===== src/rtl/sar_search_ctrl.sv =====
// Successive-approximation search controller: drives trial operands into an external
// comparator and recovers the hidden operand MSB first from lt/eq/gt verdicts.
module sar_search_ctrl #(
    parameter int unsigned WIDTH  = 4,
    parameter int unsigned SETTLE = 1
) (
    input  logic                         clk,
    input  logic                         rst_n,
    input  logic                         start,
    input  logic                         cmp_lt,
    input  logic                         cmp_eq,
    input  logic                         cmp_gt,
    output logic [WIDTH-1:0]             trial,
    output logic [WIDTH-1:0]             result,
    output logic                         busy,
    output logic                         done,
    output logic                         err,
    output logic [$clog2(WIDTH+1)-1:0]   steps
);

    localparam int unsigned SW = $clog2(WIDTH + 1);
    localparam int unsigned BW = $clog2(WIDTH);
    localparam int unsigned CW = $clog2(SETTLE + 1);

    typedef enum logic [1:0] {StIdle, StWait, StEval, StDone} state_e;

    state_e           state_q, state_d;
    logic [WIDTH-1:0] acc_q, acc_d;
    logic [BW-1:0]    bit_idx_q, bit_idx_d;
    logic [CW-1:0]    cnt_q, cnt_d;
    logic [WIDTH-1:0] trial_q, trial_d;
    logic [WIDTH-1:0] result_q, result_d;
    logic             err_q, err_d;
    logic [SW-1:0]    steps_q, steps_d;
    logic [WIDTH-1:0] upd_acc;
    logic             verdict_ok;

    always_ff @(posedge clk or negedge rst_n) begin
        if (!rst_n) begin
            state_q   <= StIdle;
            acc_q     <= '0;
            bit_idx_q <= '0;
            cnt_q     <= '0;
            trial_q   <= '0;
            result_q  <= '0;
            err_q     <= 1'b0;
            steps_q   <= '0;
        end else begin
            state_q   <= state_d;
            acc_q     <= acc_d;
            bit_idx_q <= bit_idx_d;
            cnt_q     <= cnt_d;
            trial_q   <= trial_d;
            result_q  <= result_d;
            err_q     <= err_d;
            steps_q   <= steps_d;
        end
    end

    always_comb begin
        state_d   = state_q;
        acc_d     = acc_q;
        bit_idx_d = bit_idx_q;
        cnt_d     = cnt_q;
        trial_d   = trial_q;
        result_d  = result_q;
        err_d     = err_q;
        steps_d   = steps_q;
        // Exactly one verdict flag must be set for the evaluation to be trusted.
        verdict_ok = (cmp_lt ^ cmp_eq ^ cmp_gt) & ~(cmp_lt & cmp_eq & cmp_gt);
        upd_acc    = cmp_lt ? trial_q : acc_q;

        case (state_q)
            StIdle: begin
                if (start) begin
                    acc_d     = '0;
                    bit_idx_d = BW'(WIDTH - 1);
                    trial_d   = WIDTH'(1) << (WIDTH - 1);
                    cnt_d     = CW'(SETTLE);
                    steps_d   = '0;
                    err_d     = 1'b0;
                    result_d  = '0;
                    state_d   = StWait;
                end
            end
            StWait: begin
                if (cnt_q == CW'(1)) begin
                    state_d = StEval;
                end else begin
                    cnt_d = cnt_q - CW'(1);
                end
            end
            StEval: begin
                steps_d = steps_q + SW'(1);
                state_d = StDone;
                if (!verdict_ok) begin
                    err_d    = 1'b1;
                    result_d = acc_q;
                end else if (cmp_eq) begin
                    result_d = trial_q;
                end else begin
                    acc_d = upd_acc;
                    if (bit_idx_q == '0) begin
                        result_d = upd_acc;
                    end else begin
                        bit_idx_d = bit_idx_q - BW'(1);
                        trial_d   = upd_acc | (WIDTH'(1) << (bit_idx_q - BW'(1)));
                        cnt_d     = CW'(SETTLE);
                        state_d   = StWait;
                    end
                end
            end
            StDone: begin
                state_d = StIdle;
            end
            default: begin
                state_d = StIdle;
            end
        endcase
    end

    assign trial  = trial_q;
    assign result = result_q;
    assign err    = err_q;
    assign steps  = steps_q;
    assign busy   = (state_q != StIdle);
    assign done   = (state_q == StDone);

endmodule


===== config.mk =====
export PLATFORM = sky130hd
export DESIGN_NAME = sar_search_ctrl
export DESIGN_NICKNAME = d
export VERILOG_FILES = /design/src/rtl/sar_search_ctrl.sv
export SDC_FILE = /design/constraint.sdc
export NUM_CORES = 1
export LEC_CHECK = 0
export CELL_PAD_IN_SITES_DETAIL_PLACEMENT = 1
export CELL_PAD_IN_SITES_GLOBAL_PLACEMENT = 2
export CORE_ASPECT_RATIO = 1.75
export CORE_MARGIN = 10
export CORE_UTILIZATION = 35
export CTS_CLUSTER_SIZE = 20
export DETAILED_ROUTE_END_ITERATION = 12
export HOLD_SLACK_MARGIN = 0.06
export PLACE_DENSITY = 0.95
export SYNTH_ARGS = -nofsm -noshare
export SYNTH_HDL_FRONTEND = slang
export SYNTH_SLANG_ARGS = --single-unit

===== constraint.sdc =====
create_clock -name clk -period 4.3 [get_ports clk]
set_clock_uncertainty 0.1 [all_clocks]
set_input_delay 0.86 -clock clk [delete_from_list [all_inputs] [get_ports clk]]
set_output_delay 0.86 -clock clk [all_outputs]
set_load 0.02 [all_outputs]

==> run summary, run 1 <==
===========================================================================================
RSZ-0062 raised after global routing                                                     no
Crit Reg-Reg Endpoint                                                          trial[1]$_DFFE_PN0P_
Depth of the CTS H-tree                                                                   1
R2r worst-path depth                                                                      5
Number of design-rule violations left by the first detailed-router iteration             26
Number of sinks driven by the clock tree                                                 21
Detailed Place HPWL                                                                 3.02 mm
Die X-Extent                                                                        66.7 um
Antenna violations before repair                                                          0
Compound-gate portion of the synthesized area                                         0.261
GP Congestion                                                                         0.835
Area of the placeable core                                                         3660 um2
First-pass detailed-route iteration total                                                 4
Area enclosed by the die boundary                                                  6790 um2
EDFF count, synth                                                                         0
Signal arrival time at the worst endpoint                                           3.69 ns
Register area share after synthesis                                                   0.393
Worst hold path startpoint                                                     cnt_q$_DFFE_PN0P_
Post-synthesis mux area share                                                       0.00842
CTS tree                                                                                yes
Total GRT Usage                                                                       0.122
Top post-synthesis cells by count                                              21 x dfrtp_1, 19 x nand2_1, 12 x o21ai_0
Wire per inst                                                                       18.6 um
Clock latency on the worst-skew pair                                                0.27 ns
Routed Antenna Nets                                                                       0
Maximum clock frequency                                                             276 MHz
Launching element type of the critical path                                       input pin
Die Span Y                                                                           102 um
Clk pin slew, worst setup/hold paths                                                0.08 ns
Core utilization of the finished layout                                               0.437
Setup violation total in the final timing report                                          0
Run status                                                                     finished clean
Synthesized instance count                                                              146
Area added between synthesis and finish                                               19.6%
Leading post-synthesis cells by cell area                                      dfrtp_1 39%, ha_1 5.6%, nand2_1 5.3%
R2R Path Start                                                                 state_q[1]$_DFFE_PN0P_
Share of async-settable or async-resettable flops after synthesis                      1.00
Largest area contributor in the synthesized netlist                                 dfrtp_1
Area share of the largest cell type after synthesis                                   0.393
Post-Synth Simple-Gate Area                                                           0.225
Clock period minus worst slack                                                      3.62 ns
Tightest Pin Transition                                                             1.01 ns
Main combinational cell family by area after synthesis                         compound AO/OA/AOI/OAI gates
Worst Hold Path Cells                                                                     1
Mapped Avg Cell Area                                                               9.16 um2
XOR/XNOR share of the synthesized area                                                    0
Final-report hold violation count                                                         0
Drc violations                                                                            0
Post-CTS sizing                                                                           0
Post-CTS setup buffer count                                                               0
CP max stage cell                                                              clkdlybuf4s50_1
Share of post-route cells with drive strength above 1                                0.0736
Number of global-route vias before repair                                              1316
Clock tree root buffer cell                                                        clkbuf_8
Starting density of the core                                                          0.365
Drt via density                                                                        5.72
Port-buffer cells                                                                        19
Most instantiated flip-flop cell in the synthesis netlist                           dfrtp_1
Max IR drop VDD                                                                    0.292 mV
CP peak stage delay                                                                 0.61 ns
Number of distinct standard cells referenced by the synthesized netlist                  34
Via count of the routed design                                                         1195
Terminating pin of the worst hold path                                         state_q[0]$_DFFE_PN0P_
Total of flip-flops plus latches after synthesis                                         21
Class of the tightest hold or removal check                                         reg2reg
Final period util                                                                     0.841
Inserted Diodes                                                                           0
Max-cap check violation count                                                             0
Maximum clock path buffer count                                                           2
Power density over the cells                                                     643 nW/um2
CTS Hold Bufs                                                                             0
Sum Neg Setup Slack                                                                    0 ns
Largest net degree at the start of global routing                                        22
Overflow left after global routing                                                        0
Final #Nets                                                                             176
Detailed-route wire length                                                          3.89 mm
Slew Limit Headroom                                                                   0.325
Adder-cell share of the synthesized area                                             0.0561
Top Ports                                                                                20
Leakage                                                                            0.658 nW
Clock buffer count from CTS                                                               3
Category of the worst setup path capture point                                     register
Post-synthesis net count                                                                158
Kind of critical path                                                                in2reg
Data required time at the worst endpoint                                            4.37 ns
Synthesis warning total                                                                   0
Netlist area before placement                                                      1340 um2
Wire length of the first global-routing pass                                        6.47 mm
Worst reg-to-reg setup slack                                                        2.16 ns
Number of pins with negative max-slew slack in the final report                           0
Most used standard cell by instance count after synthesis                           dfrtp_1
Maximum net fanout on the critical path                                                  13
Cells traversed along the worst timing path                                    clkdlybuf4s50_1 -> ha_1 -> or3b_1 -> a2111oi_4 -> buf_4 -> o21ai_2 -> a221oi_2
Site Rows                                                                                29
===========================================================================================
-- cell usage in the layout, fill, tap and decap left out, types with 2 or more instances in the layout --
cell type / synthesis / routed
ha_1: 6 / 6
a21o_1: 2 / 2
and2_1: 2 / 2
nand2_1: 19 / 19
o21ai_2: 2 / 2
a221oi_2: 2 / 2
o211ai_1: 5 / 5
o21bai_1: 3 / 3
a2111oi_4: 2 / 2
nor3_1: 8 / 8
o31ai_1: 2 / 2
nand3b_1: 2 / 2
a211oi_1: 3 / 3
o21ai_0: 12 / 12
nand3_1: 2 / 2
clkdlybuf4s50_1: 0 / 19
nor4_1: 2 / 2
buf_4: 0 / 2
dfrtp_1: 21 / 21
or3_1: 7 / 7
clkbuf_8: 0 / 3
nor2b_1: 2 / 2
a22o_1: 3 / 3
inv_1: 8 / 8
nand2b_1: 6 / 6
nor2_1: 8 / 8
-- flip-flops by register name (all words and copies together) (netlist names) --
signal / cells
trial: 4
state_q: 2
acc_q: 4
result: 4
err: 1
steps: 3
cnt_q: 1
bit_idx_q: 2
-- critical path, delay by kind of cell --
family / cells / cell delay, ns
and+or+nand+nor: 1 / 0.57
buffers and inverters: 2 / 0.86
adders and majority gates: 1 / 0.55
AOI/OAI and AO/OA: 3 / 0.84
-- final cells by class --
cell class,instances,area (um2)
fillers,420,2060
multi-input cells,109,737
flip-flops and latches,21,526
repair buffers,21,205
well taps,46,57.6
clock buffers,4,45.0
inverters,8,30.0
-- how the worst max path moves through the flow --
| stage | from | end | slack (ns) | cells after the start |
|---|---|---|---|---|
| 2_1_floorplan | cmp_lt | trial[0]$_DFFE_PN0P_ | 1.65 | 7 |
| 3_3_place_gp | cmp_lt | trial[0]$_DFFE_PN0P_ | 0.62 | 7 |
| 3_5_place_dp | cmp_lt | trial[0]$_DFFE_PN0P_ | 0.48 | 7 |
| 4_1_cts | cmp_lt | trial[0]$_DFFE_PN0P_ | 0.73 | 7 |
| 5_1_grt | cmp_lt | trial[2]$_DFFE_PN0P_ | 0.52 | 6 |
| 6_report | cmp_lt | trial[1]$_DFFE_PN0P_ | 0.68 | 7 |
-- per-stage QoR --
step,hold slack (ns),total power [mW],setup slack (ns),cell area [um2],cells
final,0.373,1.03,0.683,1600,209
after CTS,0.377,1.04,0.726,1600,209
after global routing,0.400,1.10,0.519,1600,209
after floorplan,0.335,0.673,1.65,1340,146
after global placement,0.345,0.871,0.622,1560,205
after detailed placement,0.365,0.904,0.484,1560,205
-- report_power, final --
part | internal (mW) | switching (mW) | total (mW)
clock | 0.0662 | 0.0688 | 0.135
sequential | 0.273 | 0.107 | 0.380
combinational | 0.236 | 0.278 | 0.514
total | 0.576 | 0.454 | 1.03
-- logic make-up (layout without fill, tap and decap cells) --
family                   count (synthesis)  in the layout
adder cells (fa/ha/maj)                  6              6
buffers and inverters                   16             33
multiplexers                             1              1
AND/OR/NAND/NOR                         60             60
AO/OA/AOI/OAI                           42             42
flip-flops                              21             21
-- per-layer routing --
metal / part of all wire / global-route usage / wire length (um)
met3: 0.040 / 0.0188 / 156
met2: 0.56 / 0.235 / 2190
met1: 0.37 / 0.117 / 1420
met4: 0.030 / 0.0583 / 116
met5: 0 / 0 / 0
Note: power is estimated with default switching activity, not from simulation.
==> run 2, diff against run 1 <==
- CORE_UTILIZATION: 35 -> 33
- PLACE_DENSITY: 0.95 -> 0.91
- clock period: 4.3 -> 3.7 ns (I/O delays scaled with it)
==> run 2 against run 1 <==
Against the previous run:
- design area up 1.1%
- core utilization down 2.2 points
- sequential cell count unchanged
- count of clock-buffer cells in the layout unchanged
- critical path depth unchanged
- critical endpoint is now trial[0]$_DFFE_PN0P_
- register-to-register slack worse by 0.61 ns
==> run summary, run 2 (same netlist as run 1, synthesis figures left out) <==
===========================================================================================
Die Span Y                                                                           104 um
Port-buffer cells                                                                        19
Maximum clock path buffer count                                                           2
Number of pins with negative max-slew slack in the final report                           0
Total area of sequential cells                                                      526 um2
Clk pin slew, worst setup/hold paths                                                0.07 ns
Crit path setup slack, layout                                                      0.598 ns
DRT met1 WL                                                                         1.43 mm
Share of post-route cells with drive strength above 1                                0.0848
CTS tree                                                                                yes
Clock period minus worst slack                                                      3.10 ns
Setup violation total in the final timing report                                          0
Fillers                                                                                 468
Post-CTS setup buffer count                                                               0
Kind of critical path                                                                in2reg
Clock latency on the worst-skew pair                                                0.26 ns
Post-CTS sizing                                                                           0
Starting density of the core                                                          0.343
Drc violations                                                                            0
Worst slack on hold paths                                                          0.359 ns
Area used by multi-input combinational logic                                        737 um2
Met3 wire length                                                                     116 um
Detailed Place HPWL                                                                 3.02 mm
Run status                                                                     finished clean
Routed Antenna Nets                                                                       0
Area added between synthesis and finish                                               21.0%
Class of the tightest hold or removal check                                         reg2reg
First-pass detailed-route iteration total                                                 3
Most common cell after layout, fill and taps aside                                  dfrtp_1
Data required time at the worst endpoint                                            3.76 ns
Via count of the routed design                                                         1170
Tightest Pin Transition                                                            0.970 ns
Final-report hold violation count                                                         0
Wire length of the first global-routing pass                                        6.49 mm
Top Ports                                                                                20
Overflow left after global routing                                                        0
Signal arrival time at the worst endpoint                                           3.17 ns
Largest net degree at the start of global routing                                        22
Placed cell count                                                                       209
Fin area                                                                           1620 um2
Total GRT Usage                                                                       0.116
Number of sinks driven by the clock tree                                                 21
Number of global-route vias before repair                                              1312
Detailed-route wire length                                                          3.77 mm
Sum Neg Setup Slack                                                                    0 ns
Leading cell types in the layout, fill and taps excluded                       21 x dfrtp_1, 19 x nand2_1, 19 x clkdlybuf4s50_1, 12 x o21ai_0
Drt via density                                                                        5.49
Met2 wirelength from detailed routing                                               2.11 mm
Clock tree root buffer cell                                                        clkbuf_8
Total power consumption of the routed design                                        1.18 mW
Clock buffer count from CTS                                                               3
Number of design-rule violations left by the first detailed-router iteration             16
Category of the worst setup path capture point                                     register
Core utilization of the finished layout                                               0.414
Inserted Diodes                                                                           0
Area of the placeable core                                                         3900 um2
Area enclosed by the die boundary                                                  7100 um2
Die X-Extent                                                                        68.1 um
Non-filler instance count after layout                                                  213
Slew Limit Headroom                                                                   0.351
GP Congestion                                                                         0.845
Site Rows                                                                                30
Wire per inst                                                                       17.7 um
Cell Area, Placed                                                                  1570 um2
Max-cap check violation count                                                             0
Maximum clock frequency                                                             322 MHz
Power density over the cells                                                     731 nW/um2
Final period util                                                                     0.838
Leakage                                                                            0.668 nW
Highest metal layer with signal wires                                                  met4
Depth of the CTS H-tree                                                                   1
RSZ-0062 raised after global routing                                                     no
Maximum net fanout on the critical path                                                   7
Max IR drop VDD                                                                    0.327 mV
Antenna violations before repair                                                          0
Worst setup slack after placement                                                  0.359 ns
CTS Hold Bufs                                                                             0
Launching element type of the critical path                                       input pin
Final #Nets                                                                             178
===========================================================================================
==> run 2: final timing paths <==
path	slack [ns]	to	start	cells past startpoint
max reg2reg	1.55	trial[0]$_DFFE_PN0P_	state_q[1]$_DFFE_PN0P_	5
max in group asynchronous	2.00	result[3]$_DFFE_PN0P_	rst_n	1
min	0.36	state_q[0]$_DFFE_PN0P_	cnt_q$_DFFE_PN0P_	1
max	0.60	trial[0]$_DFFE_PN0P_	cmp_eq	7
min reg2reg	0.36	state_q[0]$_DFFE_PN0P_	cnt_q$_DFFE_PN0P_	1
min in group asynchronous	0.91	acc_q[2]$_DFFE_PN0P_	rst_n	1
==> run 2: critical path, cell delays in order <==
cell,delay [ns]
clkdlybuf4s50_1,0.50
ha_1,0.26
or3b_1,0.53
a2111oi_4,0.60
buf_4,0.24
o21ai_2,0.07
a221oi_2,0.24
==> run 2: cell type report <==
class | instances | share of cell area
tap | 48 | 0.0371
inverter | 8 | 0.0186
sequential | 21 | 0.325
timing repair buffer | 23 | 0.136
multi-input combinational | 109 | 0.456
clock buffer | 4 | 0.0278
==> run 2: power breakdown <==
| group | switching (mW) | internal (mW) | leakage (nW) |
|---|---|---|---|
| combinational | 0.323 | 0.275 | 0.383 |
| clock | 0.0709 | 0.0768 | 0.0228 |
| sequential | 0.119 | 0.318 | 0.261 |
| total | 0.512 | 0.670 | 0.668 |
==> run 2: metal layers <==
metal / GRT usage / up-vias
li1: - / 567
met1: 0.122 / 578
met2: 0.205 / 16
met3: 0.0237 / 9
met4: 0.0506 / 0
met5: 0 / -
